`config.mk`:
```
export PLATFORM = sky130hd
export DESIGN_NAME = seq_scan_ctrl
export DESIGN_NICKNAME = d
export VERILOG_FILES = /design/src/rtl/seq_scan_pkg.sv /design/src/rtl/seq_scan_ctrl_pat_det.sv /design/src/rtl/seq_scan_ctrl.sv
export SDC_FILE = /design/constraint.sdc
export NUM_CORES = 1
export LEC_CHECK = 0
export ABC_AREA = 1
export CAP_MARGIN = 5
export CELL_PAD_IN_SITES_DETAIL_PLACEMENT = 0
export CELL_PAD_IN_SITES_GLOBAL_PLACEMENT = 1
export CORE_ASPECT_RATIO = 0.75
export CORE_MARGIN = 4
export CORE_UTILIZATION = 41
export DETAILED_ROUTE_END_ITERATION = 10
export PLACE_DENSITY_LB_ADDON = 0.1
export SLEW_MARGIN = 15
export SYNTH_ARGS = -nofsm -noshare
export SYNTH_HDL_FRONTEND = slang
export SYNTH_SLANG_ARGS = --single-unit
```
`constraint.sdc`:
```
create_clock -name clk -period 2.1 [get_ports clk]
set_input_delay 0.42 -clock clk [delete_from_list [all_inputs] [get_ports clk]]
set_output_delay 0.42 -clock clk [all_outputs]
set_load 0.01 [all_outputs]
```
`src/rtl/seq_scan_pkg.sv`:
```
// Shared types and default constants for the serial pattern scan controller.
package seq_scan_pkg;

   typedef enum logic [1:0] {
      IDLE  = 2'd0,
      SHIFT = 2'd1,
      DRAIN = 2'd2,
      DONE  = 2'd3
   } state_t;

   localparam int              PLEN    = 4;
   localparam logic [PLEN-1:0] PATTERN = 4'b1010;

endpackage : seq_scan_pkg

```
`src/rtl/seq_scan_ctrl_pat_det.sv`:
```
// Serial pattern detector: keeps the last PLEN-1 bits and registers a match
// whenever those bits plus the incoming bit equal PATTERN (overlaps allowed).
module pat_det #(
   parameter int                PLEN    = seq_scan_pkg::PLEN,
   parameter logic [PLEN-1:0]   PATTERN = seq_scan_pkg::PATTERN
) (
   input  logic clk,
   input  logic reset,
   input  logic en,
   input  logic clr,
   input  logic bit_in,
   output logic match
);
   import seq_scan_pkg::*;

   logic [PLEN-2:0] hist_r;
   logic [PLEN-1:0] window_s;
   logic            match_r;

   // Candidate window formed by the stored history and the bit being consumed
   always_comb begin
      window_s = {hist_r, bit_in};
   end

   // History shift and one-cycle match pulse; clear wins over consume
   always_ff @(posedge clk or posedge reset) begin
      if (reset) begin
         hist_r  <= {(PLEN-1){1'b0}};
         match_r <= 1'b0;
      end else if (clr) begin
         hist_r  <= {(PLEN-1){1'b0}};
         match_r <= 1'b0;
      end else if (en) begin
         hist_r  <= window_s[PLEN-2:0];
         match_r <= (window_s == PATTERN);
      end else begin
         hist_r  <= hist_r;
         match_r <= 1'b0;
      end
   end

   assign match = match_r;

endmodule : pat_det

```
`src/rtl/seq_scan_ctrl.sv`:
```
// Feeds parallel words MSB-first into pat_det, counts matches per word and
// returns count / found / first-match position over a valid/ready interface.
module seq_scan_ctrl #(
   parameter int                WIDTH   = 16,
   parameter int                PLEN    = seq_scan_pkg::PLEN,
   parameter logic [PLEN-1:0]   PATTERN = seq_scan_pkg::PATTERN,
   parameter int                CW      = $clog2(WIDTH + 1),
   parameter int                PW      = $clog2(WIDTH)
) (
   input  logic             clk,
   input  logic             reset,
   input  logic             in_valid,
   output logic             in_ready,
   input  logic [WIDTH-1:0] in_data,
   input  logic             in_chain,
   input  logic             abort,
   output logic             out_valid,
   input  logic             out_ready,
   output logic [CW-1:0]    out_count,
   output logic             out_found,
   output logic [PW-1:0]    out_first,
   output logic             busy
);
   import seq_scan_pkg::*;

   localparam logic [CW-1:0] CNT_MAX  = {CW{1'b1}};
   localparam logic [CW-1:0] LAST_BIT = CW'(WIDTH - 1);

   state_t           state_r;
   logic [WIDTH-1:0] sr_r;
   logic [CW-1:0]    bitcnt_r;
   logic [CW-1:0]    cnt_r;
   logic             found_r;
   logic [PW-1:0]    first_r;
   logic             in_ready_r;
   logic             out_valid_r;
   logic [CW-1:0]    out_count_r;
   logic             out_found_r;
   logic [PW-1:0]    out_first_r;
   logic             busy_r;

   logic             accept_s;
   logic             abort_s;
   logic             det_en_s;
   logic             det_clr_s;
   logic             match_s;
   logic [CW-1:0]    cnt_next_s;
   logic             found_next_s;
   logic [PW-1:0]    first_next_s;

   // Detector sequencing: consume in SHIFT, clear on unchained accept or abort
   always_comb begin
      accept_s  = (state_r == IDLE) && in_valid && in_ready_r;
      abort_s   = ((state_r == SHIFT) || (state_r == DRAIN)) && abort;
      det_en_s  = (state_r == SHIFT);
      det_clr_s = (accept_s && !in_chain) || abort_s;
   end

   pat_det #(
      .PLEN    (PLEN),
      .PATTERN (PATTERN)
   ) u_det (
      .clk    (clk),
      .reset  (reset),
      .en     (det_en_s),
      .clr    (det_clr_s),
      .bit_in (sr_r[WIDTH-1]),
      .match  (match_s)
   );

   // Match bookkeeping; the match seen now belongs to bit bitcnt_r-1
   always_comb begin
      cnt_next_s   = cnt_r;
      found_next_s = found_r;
      first_next_s = first_r;
      if (match_s) begin
         if (cnt_r != CNT_MAX) begin
            cnt_next_s = cnt_r + CW'(1);
         end else begin
            cnt_next_s = cnt_r;
         end
         found_next_s = 1'b1;
         if (!found_r) begin
            first_next_s = PW'(bitcnt_r - CW'(1));
         end else begin
            first_next_s = first_r;
         end
      end else begin
         cnt_next_s   = cnt_r;
         found_next_s = found_r;
         first_next_s = first_r;
      end
   end

   // Controller FSM with registered handshake and result outputs
   always_ff @(posedge clk or posedge reset) begin
      if (reset) begin
         state_r     <= IDLE;
         sr_r        <= {WIDTH{1'b0}};
         bitcnt_r    <= {CW{1'b0}};
         cnt_r       <= {CW{1'b0}};
         found_r     <= 1'b0;
         first_r     <= {PW{1'b0}};
         in_ready_r  <= 1'b1;
         out_valid_r <= 1'b0;
         out_count_r <= {CW{1'b0}};
         out_found_r <= 1'b0;
         out_first_r <= {PW{1'b0}};
         busy_r      <= 1'b0;
      end else begin
         case (state_r)
            IDLE: begin
               if (accept_s) begin
                  sr_r       <= in_data;
                  bitcnt_r   <= {CW{1'b0}};
                  cnt_r      <= {CW{1'b0}};
                  found_r    <= 1'b0;
                  first_r    <= {PW{1'b0}};
                  in_ready_r <= 1'b0;
                  busy_r     <= 1'b1;
                  state_r    <= SHIFT;
               end else begin
                  state_r    <= IDLE;
               end
            end
            SHIFT: begin
               if (abort_s) begin
                  in_ready_r <= 1'b1;
                  busy_r     <= 1'b0;
                  state_r    <= IDLE;
               end else begin
                  sr_r     <= {sr_r[WIDTH-2:0], 1'b0};
                  bitcnt_r <= bitcnt_r + CW'(1);
                  cnt_r    <= cnt_next_s;
                  found_r  <= found_next_s;
                  first_r  <= first_next_s;
                  if (bitcnt_r == LAST_BIT) begin
                     state_r <= DRAIN;
                  end else begin
                     state_r <= SHIFT;
                  end
               end
            end
            DRAIN: begin
               if (abort_s) begin
                  in_ready_r <= 1'b1;
                  busy_r     <= 1'b0;
                  state_r    <= IDLE;
               end else begin
                  cnt_r   <= cnt_next_s;
                  found_r <= found_next_s;
                  first_r <= first_next_s;
                  state_r <= DONE;
               end
            end
            DONE: begin
               // First DONE cycle publishes; later cycles wait for the consumer
               if (!out_valid_r) begin
                  out_valid_r <= 1'b1;
                  out_count_r <= cnt_r;
                  out_found_r <= found_r;
                  out_first_r <= first_r;
               end else if (out_ready) begin
                  out_valid_r <= 1'b0;
                  in_ready_r  <= 1'b1;
                  busy_r      <= 1'b0;
                  state_r     <= IDLE;
               end else begin
                  state_r     <= DONE;
               end
            end
            default: begin
               state_r     <= IDLE;
               in_ready_r  <= 1'b1;
               out_valid_r <= 1'b0;
               busy_r      <= 1'b0;
            end
         endcase
      end
   end

   assign in_ready  = in_ready_r;
   assign out_valid = out_valid_r;
   assign out_count = out_count_r;
   assign out_found = out_found_r;
   assign out_first = out_first_r;
   assign busy      = busy_r;

endmodule : seq_scan_ctrl

```
==> run metrics, run 1 <==
commonest non-fill, non-tap cell in the layout nand2_1; final WL between 5000 and 6000 µm; Tightest Pin Transition roughly 0.45 ns; Tmin final 1.87 ns; CP Data Required Time between 2 and 2.5 ns; die area just under 8000 µm²; length of the first detailed-routing pass in iterations 4; LEAKAGE between 1.5 and 2 nW; total track usage between 10 and 15%; # diodes 0; setup bufs post-CTS 0; Seq/Total Area, Yosys roughly 47%; clk sinks 50; Slew headroom between 70% and 80%; DP HPWL 3750 µm; Mapped Nets 360; initial antenna violation count 0; Synth area leaders dfrtp_1 (46%), nand2_1 (21%), ha_1 (4.7%); Area Overhead vs Synth 17.8%; Netlist cell types 26; post-CTS sizing 0; hold_buf cts 0; largest net degree at the start of global routing 29; share of the synthesized area in the top cell type a little under half; FF-to-FF setup slack between 0.2 and 0.25 ns; Num CTS Buffers 5; initial DRC count 89; area leader, netlist dfrtp_1; register clock-pin slew on the reported worst setup and hold paths approximately 0.09 ns; Final setup viols 0; PD cells between 1000 and 1500 nW/µm²; MaxCap Viol Count 0; clk root buf clkbuf_8; PortBufs 34; fraction of layout cells with a size suffix above 1 about a tenth; Final Net Count just under 400; final hold violation count 0; Setup CP Type flop to flop; CTS max path bufs 2; DR vias 2073; Clock Latency Late Sink about 0.3 ns; VDD IR-drop max 410 µV; Slew Viols, Final 0; Mapped Cells around 330; vias in the first global route between 1500 and 2000; Avg Inst Size Synth between 8 and 9 µm²; status completed; first-pass GRT wire length roughly 9000 µm; grt total ovfl 0; CP Max Fanout 20; DR vias/cell ~4.7; Fmax around 530 MHz; Routability Congestion 0.780; DRC 0; Top Ports 35; CP arrival about 2.1 ns; htree depth 2; Routed Antenna Nets 0; placed cell areas about 3000 µm²; Yosys reg bits 50; Yosys Warn Count 0; Initial Utilization a little over two fifths; Hold Path Class primary input to asynchronous set/reset pin; RSZ-0062 raised after global routing false; Synth Cell Area approximately 2600 µm²; CTS tree yes; final instance area roughly 3100 µm²; Die W ~100 µm; core area 6290 µm²; skew final about 0.0087 ns; CP startpoint kind flop; Die Ht 77.6 µm; commonest non-fill, non-tap cells in the layout nand2_1 (150), dfrtp_1 (49), clkdlybuf4s50_1 (34); Routed WL per cell between 10 and 15 µm; period utilization approximately nine tenths; Site Rows 25; CP endpoint kind flop; Final TNS setup 0 ns
kinds of logic after synthesis:
kind of cell	synth area share, %
flip-flops	47.3
multiplexers	4.26
AO/OA/AOI/OAI	5.48
AND/OR/NAND/NOR	30.3
adder cells (fa/ha/maj)	4.73
buffers and inverters	7.56
XOR/XNOR	0.331
report_power, final:
group | total, mW | switching [mW] | internal, mW | leakage, nW
registers | 1.45 | 0.195 | 1.25 | 0.658
clock network | 0.551 | 0.315 | 0.236 | 0.0452
logic | 1.49 | 0.950 | 0.536 | 0.938
total | 3.49 | 1.46 | 2.03 | 1.64
worst max-delay path, stage by stage, from the launching register on:
cell and delay [ns]:
dfrtp_1 0.43, inv_1 0.12, ha_1 0.37, nand3_2 0.15, nand2_2 0.15, nand2_4 0.09, inv_2 0.29, nand2_1 0.12
o21ai_2 0.07
sequential cells by signal, summed over array words and instances (netlist names), 2 cells and up:
| signal | cells |
|---|---|
| sr_r | 16 |
| bitcnt_r | 5 |
| cnt_r | 5 |
| out_count | 5 |
| first_r | 4 |
| out_first | 4 |
| u_det.hist_r | 3 |
| state_r | 2 |
metal layers:
layer  vias to the layer above  GRT usage [%]  routed length, µm
met1                       933           22.5               2690
met3                         6           3.50                310
met4                         0           4.04                 59
li1                       1083              -                  -
met2                        51           19.2               2120
met5                         -              0                  0
Yosys cell counts, drive strengths merged:
cell type	n
nand3b	1
nand3	9
nand4	3
a21oi	4
inv	24
nor3b	1
nor2	26
mux2	9
nand2	156
dfrtp	49
buf	12
dfstp	1
ha	10
o21ai	22
xnor2	1
stage by stage:
step	utilization [%]	setup WS, ns	power, mW	std cells	hold WS [ns]
after floorplan	-	0.480	2.68	328	0.442
after global placement	48.2	0.273	2.95	436	0.465
after detailed placement	48.2	0.243	2.97	436	0.465
after CTS	49.6	0.229	3.53	444	0.377
after global routing	49.6	0.0135	3.84	444	0.388
final	49.6	0.231	3.49	444	0.374
cell type report:
| type | instances | area, µm² |
|---|---|---|
| clock buffers | 6 | 72.6 |
| clock inverters | 2 | 13.8 |
| fillers | 604 | 3170 |
| inverters | 24 | 92.6 |
| multi-input cells | 242 | 1190 |
| flip-flops and latches | 50 | 1250 |
| well taps | 81 | 101 |
| repair buffers | 39 | 390 |
path summary, 6_finish.rpt:
| kind | depth (start not counted) | to | start |
|---|---|---|---|
| min | 2 | out_first[1] | reset |
| max | 8 | bitcnt_r[4] | state_r[1] |
| max reg2reg | 8 | bitcnt_r[4] | state_r[1] |
| max in group asynchronous | 3 | in_ready | reset |
| min reg2reg | 2 | u_det.hist_r[2] | u_det.hist_r[2] |
| min in group clk | 2 | u_det.hist_r[2] | u_det.hist_r[2] |
Power figures use the tool's default switching activity.
==> run 2, diff against run 1 <==
- SLEW_MARGIN: 15 -> 30
==> results of run 2 <==
No change in the layout: final DEF, timing and power equal those of run 1.
